File: config.mk
export PLATFORM = sky130hd
export DESIGN_NAME = adder_flat
export DESIGN_NICKNAME = d
export VERILOG_FILES = /design/src/rtl/adder_pkg.sv /design/src/rtl/adder_intf.sv /design/src/rtl/adder_core.sv /design/src/rtl/adder.sv /design/src/flat_wrapper.sv
export SDC_FILE = /design/constraint.sdc
export NUM_CORES = 1
export LEC_CHECK = 0
export CAP_MARGIN = 40
export CORE_MARGIN = 5
export CORE_UTILIZATION = 24
export CTS_CLUSTER_DIAMETER = 100
export CTS_CLUSTER_SIZE = 24
export DETAILED_ROUTE_END_ITERATION = 16
export GPL_ROUTABILITY_DRIVEN = 1
export HOLD_SLACK_MARGIN = 0.02
export PLACE_DENSITY = 0.45
export SYNTH_ARGS = -nofsm -noshare
export SYNTH_HDL_FRONTEND = slang
export SYNTH_SLANG_ARGS = --single-unit
File: constraint.sdc
create_clock -name clk -period 4.45 [get_ports clk]
set_input_delay 0.6675 -clock clk [delete_from_list [all_inputs] [get_ports clk]]
set_output_delay 0.6675 -clock clk [all_outputs]
set_load 0.005 [all_outputs]
File: src/rtl/adder_pkg.sv
// -----------------------------------------------------------------------------
// adder_pkg
// Purpose : Items shared by the adder block and its bench.
//           - ADDER_DEFAULT_WIDTH : default operand width in bits.
//           - adder_txn_t         : one transaction (operands, valid flag and
//                                   the full-width sum the block must return).
// Ports   : none (package).
// -----------------------------------------------------------------------------
package adder_pkg;

   localparam int ADDER_DEFAULT_WIDTH = 32;

   // Transaction record: expected_sum is one bit wider so the carry is kept.
   typedef struct packed {
      logic [ADDER_DEFAULT_WIDTH-1:0] a;
      logic [ADDER_DEFAULT_WIDTH-1:0] b;
      logic                           valid;
      logic [ADDER_DEFAULT_WIDTH:0]   expected_sum;
   } adder_txn_t;

endpackage : adder_pkg

File: src/rtl/adder_intf.sv
// -----------------------------------------------------------------------------
// adder_intf
// Purpose : Signal bundle between the adder block and its environment.
// Ports   : clk   - single clock, rising-edge active
//           rst   - synchronous active-high reset
// Signals : a, b       - WIDTH-bit unsigned operands
//           valid      - a and b meaningful this cycle
//           sum        - WIDTH+1-bit registered result, carry in MSB
//           sum_valid  - sum was loaded on the last rising edge
// Modports: DUT (block side), TB (environment side).
// -----------------------------------------------------------------------------
interface adder_intf
   import adder_pkg::*;
#(
   parameter int WIDTH = ADDER_DEFAULT_WIDTH
) (
   input logic clk,
   input logic rst
);

   logic [WIDTH-1:0] a;
   logic [WIDTH-1:0] b;
   logic             valid;
   logic [WIDTH:0]   sum;
   logic             sum_valid;

   

   modport DUT (
      input  clk, rst, a, b, valid,
      output sum, sum_valid
   );

   // clk and rst are ports of the interface itself, so the environment
   // side observes them; everything else is reversed relative to DUT.
   modport TB (
      input  clk, rst, sum, sum_valid,
      output a, b, valid
   );

endinterface : adder_intf

File: src/rtl/adder_core.sv
// -----------------------------------------------------------------------------
// adder_core
// Purpose : Purely combinational unsigned add, full width (no truncation).
// Ports   : i_a   [WIDTH-1:0] - operand A
//           i_b   [WIDTH-1:0] - operand B
//           o_sum [WIDTH:0]   - i_a + i_b, carry in MSB
// -----------------------------------------------------------------------------
module adder_core
   import adder_pkg::*;
#(
   parameter int WIDTH = ADDER_DEFAULT_WIDTH
) (
   input  logic [WIDTH-1:0] i_a,
   input  logic [WIDTH-1:0] i_b,
   output logic [WIDTH:0]   o_sum
);

   // Zero-extend both operands so the carry lands in the extra MSB.
   always_comb begin
      o_sum = {1'b0, i_a} + {1'b0, i_b};
   end

endmodule : adder_core

File: src/rtl/adder.sv
// -----------------------------------------------------------------------------
// adder
// Purpose : One-cycle-latency registered unsigned adder, one result per cycle,
//           no backpressure. The add itself lives in adder_core; this level
//           holds only the output registers (and optional assertions).
// Ports   : bus (adder_intf.DUT)
//             clk, rst, a, b, valid  - inputs
//             sum, sum_valid         - registered outputs
// Config  : define ADDER_ASSERT_EN to compile the concurrent assertions;
//           without it no assertion code is built and function is identical.
// -----------------------------------------------------------------------------
module adder
   import adder_pkg::*;
#(
   parameter int WIDTH = ADDER_DEFAULT_WIDTH
) (
   adder_intf.DUT bus
);

   logic [WIDTH:0] w_sum;
   logic [WIDTH:0] r_sum;
   logic           r_sum_valid;

   adder_core #(
      .WIDTH (WIDTH)
   ) u_core (
      .i_a   (bus.a),
      .i_b   (bus.b),
      .o_sum (w_sum)
   );

   // Output registers: load on valid, hold sum otherwise; reset clears both.
   always_ff @(posedge bus.clk) begin
      if (bus.rst) begin
         r_sum       <= {(WIDTH+1){1'b0}};
         r_sum_valid <= 1'b0;
      end else if (bus.valid) begin
         r_sum       <= w_sum;
         r_sum_valid <= 1'b1;
      end else begin
         r_sum       <= r_sum;
         r_sum_valid <= 1'b0;
      end
   end

   assign bus.sum       = r_sum;
   assign bus.sum_valid = r_sum_valid;

`ifdef ADDER_ASSERT_EN
   // Operands must be fully known whenever they are consumed.
   

   // A flagged result equals the operands presented one edge earlier.
   

   // Without a load (and not just out of reset) the result must not move.
   
`else
`endif

endmodule : adder

File: src/flat_wrapper.sv
// flat-port wrapper written by rule: the top's interface ports become plain ports
module adder_flat import adder_pkg::*;
#(
   parameter int WIDTH = ADDER_DEFAULT_WIDTH
)
  (clk, rst, bus_a, bus_b, bus_valid, bus_sum, bus_sum_valid);
  adder_intf #(.WIDTH(WIDTH)) bus_i (.clk(clk), .rst(rst));
  input wire logic clk;
  input wire logic rst;
  input wire logic [$bits(bus_i.a)-1:0] bus_a;
  input wire logic [$bits(bus_i.b)-1:0] bus_b;
  input wire logic [$bits(bus_i.valid)-1:0] bus_valid;
  output wire logic [$bits(bus_i.sum)-1:0] bus_sum;
  output wire logic [$bits(bus_i.sum_valid)-1:0] bus_sum_valid;
  assign bus_i.a = bus_a;
  assign bus_i.b = bus_b;
  assign bus_i.valid = bus_valid;
  assign bus_sum = bus_i.sum;
  assign bus_sum_valid = bus_i.sum_valid;
  adder #(.WIDTH(WIDTH)) u_core (.bus(bus_i));
endmodule
== Yosys cells after proc, flatten, opt, wreduce, memory -nomap -nowiden ==
Cells that the tools add are included.
Word-level totals
  output and inout bits: 34
  register bits after elaboration: 34
Operators by class
  $add $sub $neg: 1
  muxes and demuxes: 1
Operators with widths (count)
  adder 32 x 32 -> 33 bit: 1
  2-to-1 mux 1 bit: 1

== Depth between registers and ports, before layout ==
  depth in word-level cells: 1
  depth in mapped cells: 10

== Cells and area by module ==
Synthesis repeated with hierarchy kept, for this count alone.
Unflattened totals
  cell total of the unflattened synthesis: 385
  area total of the unflattened synthesis: 3135.5 um^2
Modules (own cells, without submodules)
  adder_core: times used 1, cells each 276, area an instance 1905.6 um^2, sequential area each 0.0 um^2
  adder: times used 1, cells each 109, area an instance 1229.9 um^2, sequential area each 680.7 um^2

== Worst setup path before layout ==
OpenSTA, ideal clock, no wires.
  path kind: input to register
  from: input port bus_b[0]
  to: register u_core.r_sum[14], in the netlist u_core.bus.sum[14]
  slack: 1.353 ns
  path buffers: 0
  setup time: 0.122 ns
  arrival time: 2.975 ns
  data required time: 4.328 ns
  cell stages on the path: 10
  path through: ha_1 -> fa_1 -> a21o_1 -> a221oi_2 -> o21ai_2 -> a31o_1 -> a21oi_2 -> o21ai_1 -> mux2_1 -> a311o_1
On the way
  cells in the longest elaborated chain, start to end: 1
RTL lines
  start, declared: line flat_wrapper.sv:11  | input wire logic [$bits(bus_i.b)-1:0] bus_b;
  adder 32 x 32 -> 33 bit: line adder_core.sv:20  | o_sum = {1'b0, i_a} + {1'b0, i_b};
  end signal, assigned: line adder.sv:35  | r_sum <= {(WIDTH+1){1'b0}};
  end signal, assigned: line adder.sv:38  | r_sum <= w_sum;
  end signal, assigned: line adder.sv:41  | r_sum <= r_sum;
  end, declared: line adder.sv:21  | logic [WIDTH:0] r_sum;
No other way between the ends.
A chain may end at the register's enable or synchronous reset.

== Final worst setup path ==
Same ends and word-level chain as after synthesis.

==> summary by stage <==
Clock network
Post-CTS repair changed the size of 0 cells. In this run the post-CTS setup repair buffer count came out at 0. The number of H-tree branching levels is 2. The CTS tree is built. At the later pin of the worst-skew pair, clock insertion delay measures 270 ps. No sink is reached through more buffers than the 2 on the longest clock path. The number of sinks on the clock net is 34.

The root buffer cell chosen for the clock tree is sky130_fd_sc_hd__clkbuf_16. The clock transition at the register clock pins on the worst setup and hold paths after CTS is roughly 50 ps. Buffers inserted to repair hold after CTS numbered 0.

Counting the buffers created by CTS gives 5.

Routing
In the final routed layout, each cell accounts on average for approximately 16 µm. Across all layers, the routed design uses 3036 vias. The number of search-and-repair iterations in the first detailed-routing pass is 4. Once detail routing completed, the nets flagged for antenna violations numbered 0. The post-detailed-routing wire length is 9.73 mm.

The number of DRC markers after the initial detailed-route iteration is 188. Dividing the detail-routed via count by the number of cells gives 4.99. In the routed design, unresolved DRC markers number 0.

Floorplan
The die covers 14500 µm². Row generation in the floorplan step produced 40 rows. The region available for standard cell placement spans 12000 µm². The initial core utilization is 24.4%. 101 I/O pins were placed. The die is 121 µm tall.

The width of the die is roughly 120 µm.

STA
The total of endpoints with negative setup slack in the final report is 0. The achievable frequency is 290 MHz. For the final database, setup skew stands at 0 ps. At the pin with the least slew margin, the transition time is 706 ps. The setup TNS is 0 ps. In the finished design, the share of the clock period the worst path needs comes to 77.4%. The number of pins exceeding their max-slew limit in the final report came to 0.

For the finished layout, the period the worst path requires is roughly 3400 ps. Setup repair after global routing left no endpoint under its margin. The number of endpoints with negative hold slack in the final report was 0. The relative max-transition margin is 52.9%.

Final layout
In the final layout, the share of cells above drive strength 1 is just under 4%. Excluding fillers, the count of instances in the completed layout stands at 609. After filler insertion, the fill cell instance count of the layout stands at 1275. The antenna diode instance count is 0. The count of nets after finishing is 561. Once layout is done, the placed cells without fillers occupy 4230 µm².

Relative to the synthesized area, the layout overhead comes to 44.2%.

Outcome
The flow ran to the end, and the final reports show no timing, DRC or antenna violations.

Placement
The total placed cells including tap cells is 601. During placement, the flow inserted port buffers numbering 100. Routability-driven placement finished with a final weighted congestion of 0.786.

The wire-length estimate of the detail-placed layout is 7.64 mm. The post-place instance area is between 4000 and 5000 µm².

Synth
The number of flops mapped to enable cells by yosys is 0. When the netlist entered floorplanning its net count stood at 465. The sequential-to-total area share from yosys stat is 23.2%. The fraction of synthesis flops using an asynchronous set or reset pin is 0%. By area the synthesized netlist is led by sky130_fd_sc_hd__dfxtp_1, sky130_fd_sc_hd__ha_1, sky130_fd_sc_hd__mux2i_1, sky130_fd_sc_hd__a21oi_1, sky130_fd_sc_hd__a21o_1. The top-area cell type share of the netlist area is 23.2%.

Counting distinct cell types in the post-synthesis netlist gives 53. In the synthesized netlist the dominant register cell turns out to be sky130_fd_sc_hd__dfxtp_1. Yosys printed 0 warnings. The mapped netlist covers between 2000 and 3000 µm². Sorting the synthesized cells by how often they occur yields sky130_fd_sc_hd__nor2_1, sky130_fd_sc_hd__dfxtp_1, sky130_fd_sc_hd__a21oi_1, sky130_fd_sc_hd__ha_1, sky130_fd_sc_hd__nand2_1. By instance count, the leading cell after synthesis is sky130_fd_sc_hd__nor2_1.

The top cell type by total area after synthesis is sky130_fd_sc_hd__dfxtp_1. In the synthesized netlist, the number of instances is ~370. The number of synthesized register bits is 34.

Averaged over all synthesized cells, the footprint is 8.03 µm².

Global routing
The initial antenna violation count is 0. The overall fraction of global-route tracks in use is 13.4%. The final global-route overflow total is 0.

The via count of the first global-routing pass is 3160. Entering global routing, the biggest net connects 37 pins. The first global-routing pass estimated 16.0 mm of wire.

Critical path
The worst path buffer plus inverter count is 1. The register-to-register setup slack is 3440 ps. The maximum single-stage delay on the critical path is between 400 and 500 ps. The standard cell with the maximum stage delay on the critical path is sky130_fd_sc_hd__clkdlybuf4s50_1. The nature of the critical path startpoint is a primary input. The start-to-end type of the worst setup path is in2reg.

In this run the worst path has a maximum fanout of 4. The critical path endpoint category is a register. The cell family contributing the most delay on the critical path is compound AO/OA/AOI/OAI gates.

The critical path goes through clkdlybuf4s50_1 > ha_1 > fa_1 > a21o_1 > a221oi_2 > o21ai_2 > a31o_1 > a21oi_2 > o21ai_1 > mux2_1 > a311o_1. For the worst setup path, the data arrival time is between 3000 and 4000 ps. The critical path data required time is about 4600 ps.

Power and ir drop
The leakage power is approximately 1.8 nW. The power density over cell area is 276 nW/µm². VDD sags by at most 0.000136 V. Total power for the finished layout comes to about 0.0012 W.

Min path
The path class of the lowest-slack min-delay path is reg2reg.

Run
The count of maximum capacitance violations is 0.
-- kinds of logic after synthesis --
logic type                 count (synthesis)  synth area share (%)
and+or+nand+nor                          121                  19.8
AOI/OAI and AO/OA                        116                  26.8
DFF                                       34                  23.2
adders and majority gates                 33                  14.3
muxes                                     22                  7.60
buffers and inverters                     20                  2.60
xor gates and xnor gates                  19                  5.68
-- cells in the final DEF, fill, tap and decap left out, types with 7 or more instances in the layout --
cell                              Yosys  routed
sky130_fd_sc_hd__a211oi_1             7       7
sky130_fd_sc_hd__clkdlybuf4s50_1      0      99
sky130_fd_sc_hd__o21ai_0             17      17
sky130_fd_sc_hd__nor3_1               9       9
sky130_fd_sc_hd__nand2_1             25      25
sky130_fd_sc_hd__nand3_1             11      11
sky130_fd_sc_hd__xnor2_1             12      12
sky130_fd_sc_hd__a21o_1              21      21
sky130_fd_sc_hd__dfxtp_1             34      34
sky130_fd_sc_hd__and3_1              11      11
sky130_fd_sc_hd__a21oi_1             32      32
sky130_fd_sc_hd__xor2_1               7       7
sky130_fd_sc_hd__ha_1                32      32
sky130_fd_sc_hd__nor2_1              42      42
sky130_fd_sc_hd__mux2i_1             20      20
-- sequential cells by signal, indices dropped and copies added, names as in the netlist --
signal / cells
u_core.bus.sum_valid: 1
u_core.bus.sum: 33
-- final cells by class --
| type | instances | area (µm²) | share of cell area (%) |
|---|---|---|---|
| clock buffers | 7 | 143 | 3.37 |
| inverters | 6 | 22.5 | 0.533 |
| flip-flops and latches | 34 | 681 | 16.1 |
| repair buffers | 103 | 1020 | 24.1 |
| multi-input cells | 311 | 2170 | 51.4 |
| well taps | 147 | 184 | 4.35 |
| clock inverters | 1 | 5.00 | 0.118 |
-- through the flow --
step	hold WS [ps]	setup slack [ps]	util [%]
after floorplan	457	1350	-
after global placement	451	767	34.0
after detailed placement	463	736	34.0
after CTS	473	1000	35.2
after global routing	507	838	35.2
final	478	1010	35.2
-- final timing paths --
kind	from	end	cells after the start
setup / recovery	bus_b[0]	u_core.bus.sum[14]$_SDFFE_PP0P_	11
hold / removal	u_core.bus.sum[22]$_SDFFE_PP0P_	u_core.bus.sum[22]$_SDFFE_PP0P_	2
setup reg to reg	u_core.bus.sum[32]$_SDFFE_PP0P_	u_core.bus.sum[32]$_SDFFE_PP0P_	2
hold reg to reg	u_core.bus.sum[22]$_SDFFE_PP0P_	u_core.bus.sum[22]$_SDFFE_PP0P_	2
-- worst reg2reg max path, delay by kind of cell, from the launching register on --
kind	cells	cell delay, ps
AO/OA/AOI/OAI	1	310
flip-flops	1	310
multiplexers	1	270
-- report_power, final --
group          switching (W)  total [W]  leakage, nW  internal (W)
registers          0.0000188   0.000357        0.281      0.000338
logic               0.000216   0.000456         1.46      0.000240
clock network       0.000132   0.000354       0.0739      0.000222
total               0.000366    0.00117         1.82      0.000800
-- per-layer routing --
layer / up-vias / global-route usage [%] / routed length [µm]
met3: 5 / 2.34 / 509
li1: 1544 / - / -
met5: - / 0 / 0
met4: 0 / 2.76 / 68
met2: 94 / 21.7 / 4350
met1: 1393 / 18.8 / 4800
(Power assumes the default switching activity.)
